--- config.mk ---
export PLATFORM = sky130hd
export DESIGN_NAME = hub75_bcm_matrix
export DESIGN_NICKNAME = d
export VERILOG_FILES = /design/src/rtl/hub75_bcm_matrix.sv
export SDC_FILE = /design/constraint.sdc
export NUM_CORES = 1
export LEC_CHECK = 0
export BUFFER_PORTS_ARGS = -buffer_cell sky130_fd_sc_hd__clkbuf_2
export CORE_MARGIN = 8
export CORE_UTILIZATION = 45
export DETAILED_ROUTE_END_ITERATION = 6
export PLACE_DENSITY = 0.67
export SLEW_MARGIN = 20
export SYNTH_ARGS = -nofsm -noshare
export SYNTH_HDL_FRONTEND = slang
export SYNTH_SLANG_ARGS = --single-unit
--- constraint.sdc ---
create_clock -name clk -period 3.8 [get_ports clk]
set_input_delay 0.38 -clock clk [delete_from_list [all_inputs] [get_ports clk]]
set_output_delay 0.38 -clock clk [all_outputs]
set_load 0.005 [all_outputs]
--- src/rtl/hub75_bcm_matrix.sv ---
// HUB75/HUB75E scan driver with binary-coded modulation colour depth.
// Walks row pairs and shifts each bit-plane, displaying it for base_cycles << plane.
module hub75_bcm_matrix #(
  parameter int unsigned clk_mhz       = 50,
  parameter int unsigned screen_width  = 64,
  parameter int unsigned screen_height = 64,
  parameter int unsigned w_color       = 4,
  parameter int unsigned ck_div        = 2,
  parameter int unsigned base_cycles   = 16,
  parameter int unsigned blank_cycles  = 4,
  localparam int unsigned w_x = $clog2(screen_width),
  localparam int unsigned w_y = $clog2(screen_height / 2)
) (
  input  logic               clk,
  input  logic               rst_n,
  output logic [w_x-1:0]     x,
  output logic [w_y-1:0]     y,
  input  logic [w_color-1:0] red1,
  input  logic [w_color-1:0] green1,
  input  logic [w_color-1:0] blue1,
  input  logic [w_color-1:0] red2,
  input  logic [w_color-1:0] green2,
  input  logic [w_color-1:0] blue2,
  output logic               ck,
  output logic               st,
  output logic               oe,
  output logic [w_y-1:0]     addr,
  output logic               r1,
  output logic               g1,
  output logic               b1,
  output logic               r2,
  output logic               g2,
  output logic               b2,
  output logic               frame_start
);

  localparam int unsigned disp_max = base_cycles << (w_color - 1);
  localparam int unsigned cnt_a    = (disp_max > ck_div) ? disp_max : ck_div;
  localparam int unsigned cnt_max  = (cnt_a > blank_cycles) ? cnt_a : blank_cycles;
  localparam int unsigned w_cnt    = $clog2(cnt_max + 1);
  localparam int unsigned w_p      = (w_color > 1) ? $clog2(w_color) : 1;

  if (clk_mhz == 0 || screen_width < 2 || ck_div < 2 || blank_cycles < 1 ||
      w_color < 1 || w_color > 8 || base_cycles < 1) begin : g_param_check
    $error("hub75_bcm_matrix: illegal parameter set");
  end

  typedef enum logic [1:0] {S_SHIFT, S_LATCH, S_DISPLAY, S_BLANK} state_t;

  state_t           state, state_n;
  logic             started;
  logic             phase, phase_n;
  logic [w_cnt-1:0] cnt, cnt_n;
  logic [w_x-1:0]   col, col_n;
  logic [w_y-1:0]   row, row_n;
  logic [w_p-1:0]   plane, plane_n;
  logic [w_cnt-1:0] disp_last;
  logic             first_shift_n;
  logic             sample;

  // State register; started holds the start position for the first live cycle.
  always_ff @(posedge clk) begin
    if (!rst_n) begin
      state   <= S_SHIFT;
      started <= 1'b0;
      phase   <= 1'b0;
      cnt     <= '0;
      col     <= '0;
      row     <= '0;
      plane   <= '0;
    end else begin
      state   <= state_n;
      started <= 1'b1;
      phase   <= phase_n;
      cnt     <= cnt_n;
      col     <= col_n;
      row     <= row_n;
      plane   <= plane_n;
    end
  end

  // Next-state sequencing: shift -> latch -> display -> blank.
  always_comb begin
    state_n   = state;
    phase_n   = phase;
    cnt_n     = cnt + w_cnt'(1);
    col_n     = col;
    row_n     = row;
    plane_n   = plane;
    disp_last = (w_cnt'(base_cycles) << plane) - w_cnt'(1);
    if (!started) begin
      cnt_n = cnt;
    end else begin
      case (state)
        S_SHIFT: begin
          if (cnt == w_cnt'(ck_div - 1)) begin
            cnt_n   = '0;
            phase_n = ~phase;
            if (phase) begin
              if (col == w_x'(screen_width - 1)) begin
                col_n   = '0;
                state_n = S_LATCH;
              end else begin
                col_n = col + w_x'(1);
              end
            end
          end
        end
        S_LATCH: begin
          if (cnt == w_cnt'(ck_div - 1)) begin
            cnt_n   = '0;
            state_n = S_DISPLAY;
          end
        end
        S_DISPLAY: begin
          if (cnt == disp_last) begin
            cnt_n   = '0;
            state_n = S_BLANK;
          end
        end
        S_BLANK: begin
          if (cnt == w_cnt'(blank_cycles - 1)) begin
            cnt_n   = '0;
            state_n = S_SHIFT;
            if (plane == w_p'(w_color - 1)) begin
              plane_n = '0;
              row_n   = (row == w_y'(screen_height / 2 - 1)) ? '0 : row + w_y'(1);
            end else begin
              plane_n = plane + w_p'(1);
            end
          end
        end
        default: state_n = S_SHIFT;
      endcase
    end
  end

  assign first_shift_n = (state_n == S_SHIFT) && !phase_n && (cnt_n == '0) && (col_n == '0);
  assign sample        = started && (state == S_SHIFT) && !phase && (cnt == '0);

  // Registered panel outputs derived from the upcoming state.
  always_ff @(posedge clk) begin
    if (!rst_n) begin
      x           <= '0;
      y           <= '0;
      addr        <= '0;
      ck          <= 1'b0;
      st          <= 1'b0;
      oe          <= 1'b1;
      frame_start <= 1'b0;
      r1          <= 1'b0;
      g1          <= 1'b0;
      b1          <= 1'b0;
      r2          <= 1'b0;
      g2          <= 1'b0;
      b2          <= 1'b0;
    end else begin
      ck          <= (state_n == S_SHIFT) && phase_n;
      st          <= (state_n == S_LATCH);
      oe          <= (state_n != S_DISPLAY);
      frame_start <= first_shift_n && (plane_n == '0) && (row_n == '0);
      if (state_n == S_SHIFT) begin
        x <= col_n;
        y <= row_n;
      end
      if (first_shift_n && (plane_n == '0)) begin
        addr <= row_n;
      end
      if (sample) begin
        r1 <= red1[plane];
        g1 <= green1[plane];
        b1 <= blue1[plane];
        r2 <= red2[plane];
        g2 <= green2[plane];
        b2 <= blue2[plane];
      end
    end
  end

endmodule

Yosys cells after proc, flatten, opt, wreduce, memory -nomap -nowiden
Index checks and enable logic that the tools add are counted.
- register bits after elaboration: 51
- word-level logic and storage cells: 101
- input bits: 26
- output and inout bits: 26
- eq/ne operators: 11
- muxes and demuxes: 43
- $add $sub $neg: 5
- shift-type cells: 1
- bitwise operators: 1
- order comparisons: 1
- reductions and logical operators: 19
- operator list (operator ; number):
    $mux W8 ; 4
    $mux W6 ; 5
    $mux W5 ; 5
    $pmux W8 S3 ; 1
    $mux W2 ; 11
    $logic_not A8 Y1 ; 2
    $bmux W1 S2 ; 6
    $mux W1 ; 10
    $logic_and A1 B1 Y1 ; 9
    $add A8 B1 Y8 const B ; 1
    $eq A8 B1 Y1 const B ; 1
    $eq A8 B2 Y1 const B ; 1
    $eq A8 B8 Y1 ; 1
    $pmux W2 S4 ; 1
    $shl A5 B2 Y8 const A ; 1
    $sub A8 B1 Y8 const B ; 1
    $add A6 B1 Y6 const B ; 1
    $eq A2 B2 Y1 const B ; 3
    $eq A6 B6 Y1 const B ; 1
    $logic_not A2 Y1 ; 3
    $logic_not A6 Y1 ; 1
    $add A5 B1 Y5 const B ; 1
    $eq A5 B5 Y1 const B ; 1
    $logic_not A5 Y1 ; 1
    other kinds (7) ; 9

Depth between registers and ports, before layout
- depth after elaboration: 12
- gate-level depth with buffers: 11
- gate-level depth less buffers: 9

Least setup slack after synthesis
Ideal clock, no wire load.
- path kind: reg-to-reg
- start: register plane[0]
- end: register addr[0]
- cell stages (with the launch flop): 11
- path slack: 1.041 ns
- library setup time: 0.121 ns
- buffers on the path: 1
- clock period less this slack: 2.759 ns
- data arrival time: 2.638 ns
- data required time: 3.679 ns
- cells stage by stage: dfxtp_1 > clkbuf_1 > inv_1 > ha_1 > nor2b_1 > mux2i_1 > a2111oi_4 > nor2_2 > a2111oi_4 > nand4_4 > mux2_4
- cells in the longest elaborated chain, start to end: 11
- RTL lines (what ; RTL line ; source):
    start, declared ; 56 ; logic [w_p-1:0] plane, plane_n;
    start signal, assigned ; 78 ; plane <= plane_n;
    $shl A5 B2 Y8 ; 90 ; disp_last = (w_cnt'(base_cycles) << plane) - w_cnt'(1);
    $sub A8 B1 Y8 ; 90 ;
    $eq A8 B8 Y1 ; 116 ; if (cnt == disp_last) begin
    $mux W2 ; 116 ;
    $pmux W2 S4 ; 94 ; case (state)
    $mux W2 ; 91 ; if (!started) begin
    $logic_not A2 Y1 ; 138 ; assign first_shift_n = (state_n == S_SHIFT) && !phase_n && (cnt_n == '0) && (col_n == '0);
    $logic_and A1 B1 Y1 (3 in series) ; 138 ;
    $logic_and A1 B1 Y1 ; 166 ; if (first_shift_n && (plane_n == '0)) begin
    end signal, assigned ; 167 ; addr <= row_n;
    end, declared ; 27 ; output logic [w_y-1:0] addr,
Parallel ways exist; a longest one is shown, timed or not.
A chain may end at the register's enable or synchronous reset.

Worst setup path in the final report
Ends and elaborated chain as after synthesis.

==> impl_metrics.toml <==
[timing]
fmax_mhz = 327
finClkSkew_ns = 0.0126
finalWorstSetupSlack_ns = 0.739
whs_ns = 0.429
final_max_slew_viol_count = 0
hold_viol = 0
period_needed_ns = 3.06
worst_slew_pin_slew_ns = 0.710
finalCritPeriodShare_pct = 80.5
setup_viol = 0
rsz0062_at_grt = "false"
setup_tns_ns = 0
relSlewSlack_pct = 52.6

[setup_path]
cp.arrival_ns = 3.27
reg2reg_from = "plane[0]"
cp_max_fo = 13
start_kind = "register"
critical_path_class = "reg2reg"
crit_start = "plane[0]"
worstPathRequired_ns = 4.01
r2r.worst_path.cells = 8
cp-end-kind = "register"

[clocking]
postCtsSetupBuffers = 0
cts_resized = 0
cts_tree = "yes"
clock-sinks = 51
ctsHoldBuffers = 0
cts-root-buf = "clkbuf_8"
clk_latency_ns = 0.32
cts.clk_slew.worst_paths_ns = 0.10
h-tree-depth = 2
max-clock-path-buffers = 2
numCtsBuffers = 5

[die]
placeableCoreArea_um2 = 5890
pin_count = 52
start_util_pct = 46.4
dieArea_um2 = 8810
die_w_um = 93.9
die_h_um = 93.9
num_rows = 28

[yosys]
synth_top_family_by_area = "simple AND/OR/NAND/NOR gates"
syn-cell-area_um2 = 2730
synth-adder-area-share_pct = 4.59
yosysWarnings = 0
yosysSeqAreaShare_pct = 37.4
synth_seq_cells = 51
synth_compound_area_share_pct = 11.3
yosys.area_share.simple_pct = 27.3
synthXorXnorAreaFrac_pct = 2.57
synth_cell_types = 57
postSynthAreaPerCell_um2 = 9.48
synthCells = 288
syn_nets = 324
synth_ff_type = "dfxtp_1"
async_reset_ff_share_pct = 0
muxShareOfSynthArea_pct = 12.9
synth_edf_count = 0

[power]
vdd_drop_max_mv = 0.203
powerDensity_nw_per_um2 = 343
leakage_nw = 1.42

[grt]
grt_max_degree = 19
grtUsageTotal_pct = 14.5
grt_pass1_wl_mm = 10.5
overflow = 0
grt_pass1_vias = 2240
grt_antenna_before_repair = 0

[hold_path]
hold_depth = 1
hp-start = "rst_n"
hold_path_class = "in2reg"

[run]
cap_violations = 0

[detailed_routing]
drc = 0
viasPerCell = 5.42
routed_wirelength_mm = 6.10
routed-via-count = 2222
drtIter0Drc = 115
dr.pass1.iters = 4
antenna_left = 0
post_drt_wl_per_cell_um = 14.9

[place]
dpl.hpwl_mm = 4.62
place.gp.congestion = 0.889
post-place-ws_ns = 0.701
portBuffers = 51
placed_cell_area_um2 = 3020

[cells_and_area]
design_area_um2 = 3140
multi_input_area_um2 = 1600
final_nets = 370
drive_gt1_share_pct = 26.3
syn2layout_area_growth_pct = 14.9
diodes = 0
ff_latch_area_um2 = 1020
final_cell_mix = "dfxtp_1, clkbuf_2, nor2_1"
fillCellCount = 537

[status]
outcome = "finished, final reports clean"
[routing by layer]
layer / GRT usage, % / share of wire [%] / up-vias
met5: 0 / 0 / -
li1: - / - / 1122
met2: 23.5 / 46 / 44
met1: 18.3 / 48 / 1049
met4: 4.76 / 1.4 / 0
met3: 3.76 / 4.7 / 7
[Yosys cell counts, drive strengths merged, types with 3 or more instances]
cell type | number | area share [%]
nor3b | 4 | 1.5
a21oi | 13 | 2.4
ha | 10 | 4.6
nor2b | 4 | 0.92
a31oi | 3 | 0.69
o21ai | 7 | 1.3
mux2 | 5 | 2.5
nor2 | 40 | 5.7
buf | 5 | 1.2
nor4b | 3 | 1.2
a211oi | 4 | 1.1
xnor2 | 4 | 1.3
xor2 | 4 | 1.3
and3 | 10 | 2.3
nand2 | 14 | 1.9
inv | 10 | 1.4
and2 | 11 | 2.5
a21o | 3 | 0.87
dfxtp | 51 | 37
nand3 | 10 | 2.0
nand4 | 6 | 2.5
mux2i | 15 | 5.5
mux4 | 6 | 5.0
clkbuf | 9 | 1.3
nor4 | 3 | 1.5
nor3 | 14 | 3.0
[worst max-delay path, stage by stage (launching register included)]
cell	delay [ns]
dfxtp_1	0.72
ha_1	0.26
xor2_1	0.08
or3_4	0.35
a2111oi_4	0.45
nor2_2	0.16
a2111oi_4	0.36
nand4_4	0.23
mux2_4	0.35
[layout make-up]
class | instances | area share (%)
multi-input combinational | 213 | 51.1
clock inverter | 2 | 1.24
inverter | 10 | 1.20
tap | 75 | 2.99
timing repair buffer | 53 | 8.62
sequential | 51 | 32.6
clock buffer | 6 | 2.31
[cells by family (layout without fill, tap and decap cells)]
family | after synthesis | count (layout)
and+or+nand+nor | 127 | 127
DFF | 51 | 51
AOI/OAI and AO/OA | 42 | 42
muxes | 26 | 26
buffers and inverters | 24 | 71
adders and majority gates | 10 | 10
xor gates and xnor gates | 8 | 8
[state kept, by name (all words and copies together) (netlist names), 2 cells and up]
signal	cells
plane	2
addr	5
cnt	8
y	5
col	6
state	2
row	5
x	6
[power by group]
group | total (mW) | internal (mW) | switching (mW) | leakage (nW)
Clock | 0.393 | 0.199 | 0.194 | 0.0558
Sequential | 0.560 | 0.548 | 0.0119 | 0.413
Combinational | 0.122 | 0.0607 | 0.0615 | 0.949
Total | 1.08 | 0.809 | 0.267 | 1.42
[stage by stage]
stage / power [mW] / utilization [%] / std cells
finish: 1.08 / 53.3 / 410
global route: 1.11 / 53.3 / 410
CTS: 1.08 / 53.3 / 410
detailed placement: 0.695 / 51.4 / 402
global placement: 0.694 / 51.4 / 402
floorplan: 0.652 / - / 288
[path summary, 6_finish.rpt]
check	end	slack, ns
worst min-delay path	started	0.43
worst max-delay path	addr[0]	0.74
worst min register to register	addr[4]	0.47
worst max register to register	addr[0]	0.74
Note: power is estimated with default switching activity, not from simulation.
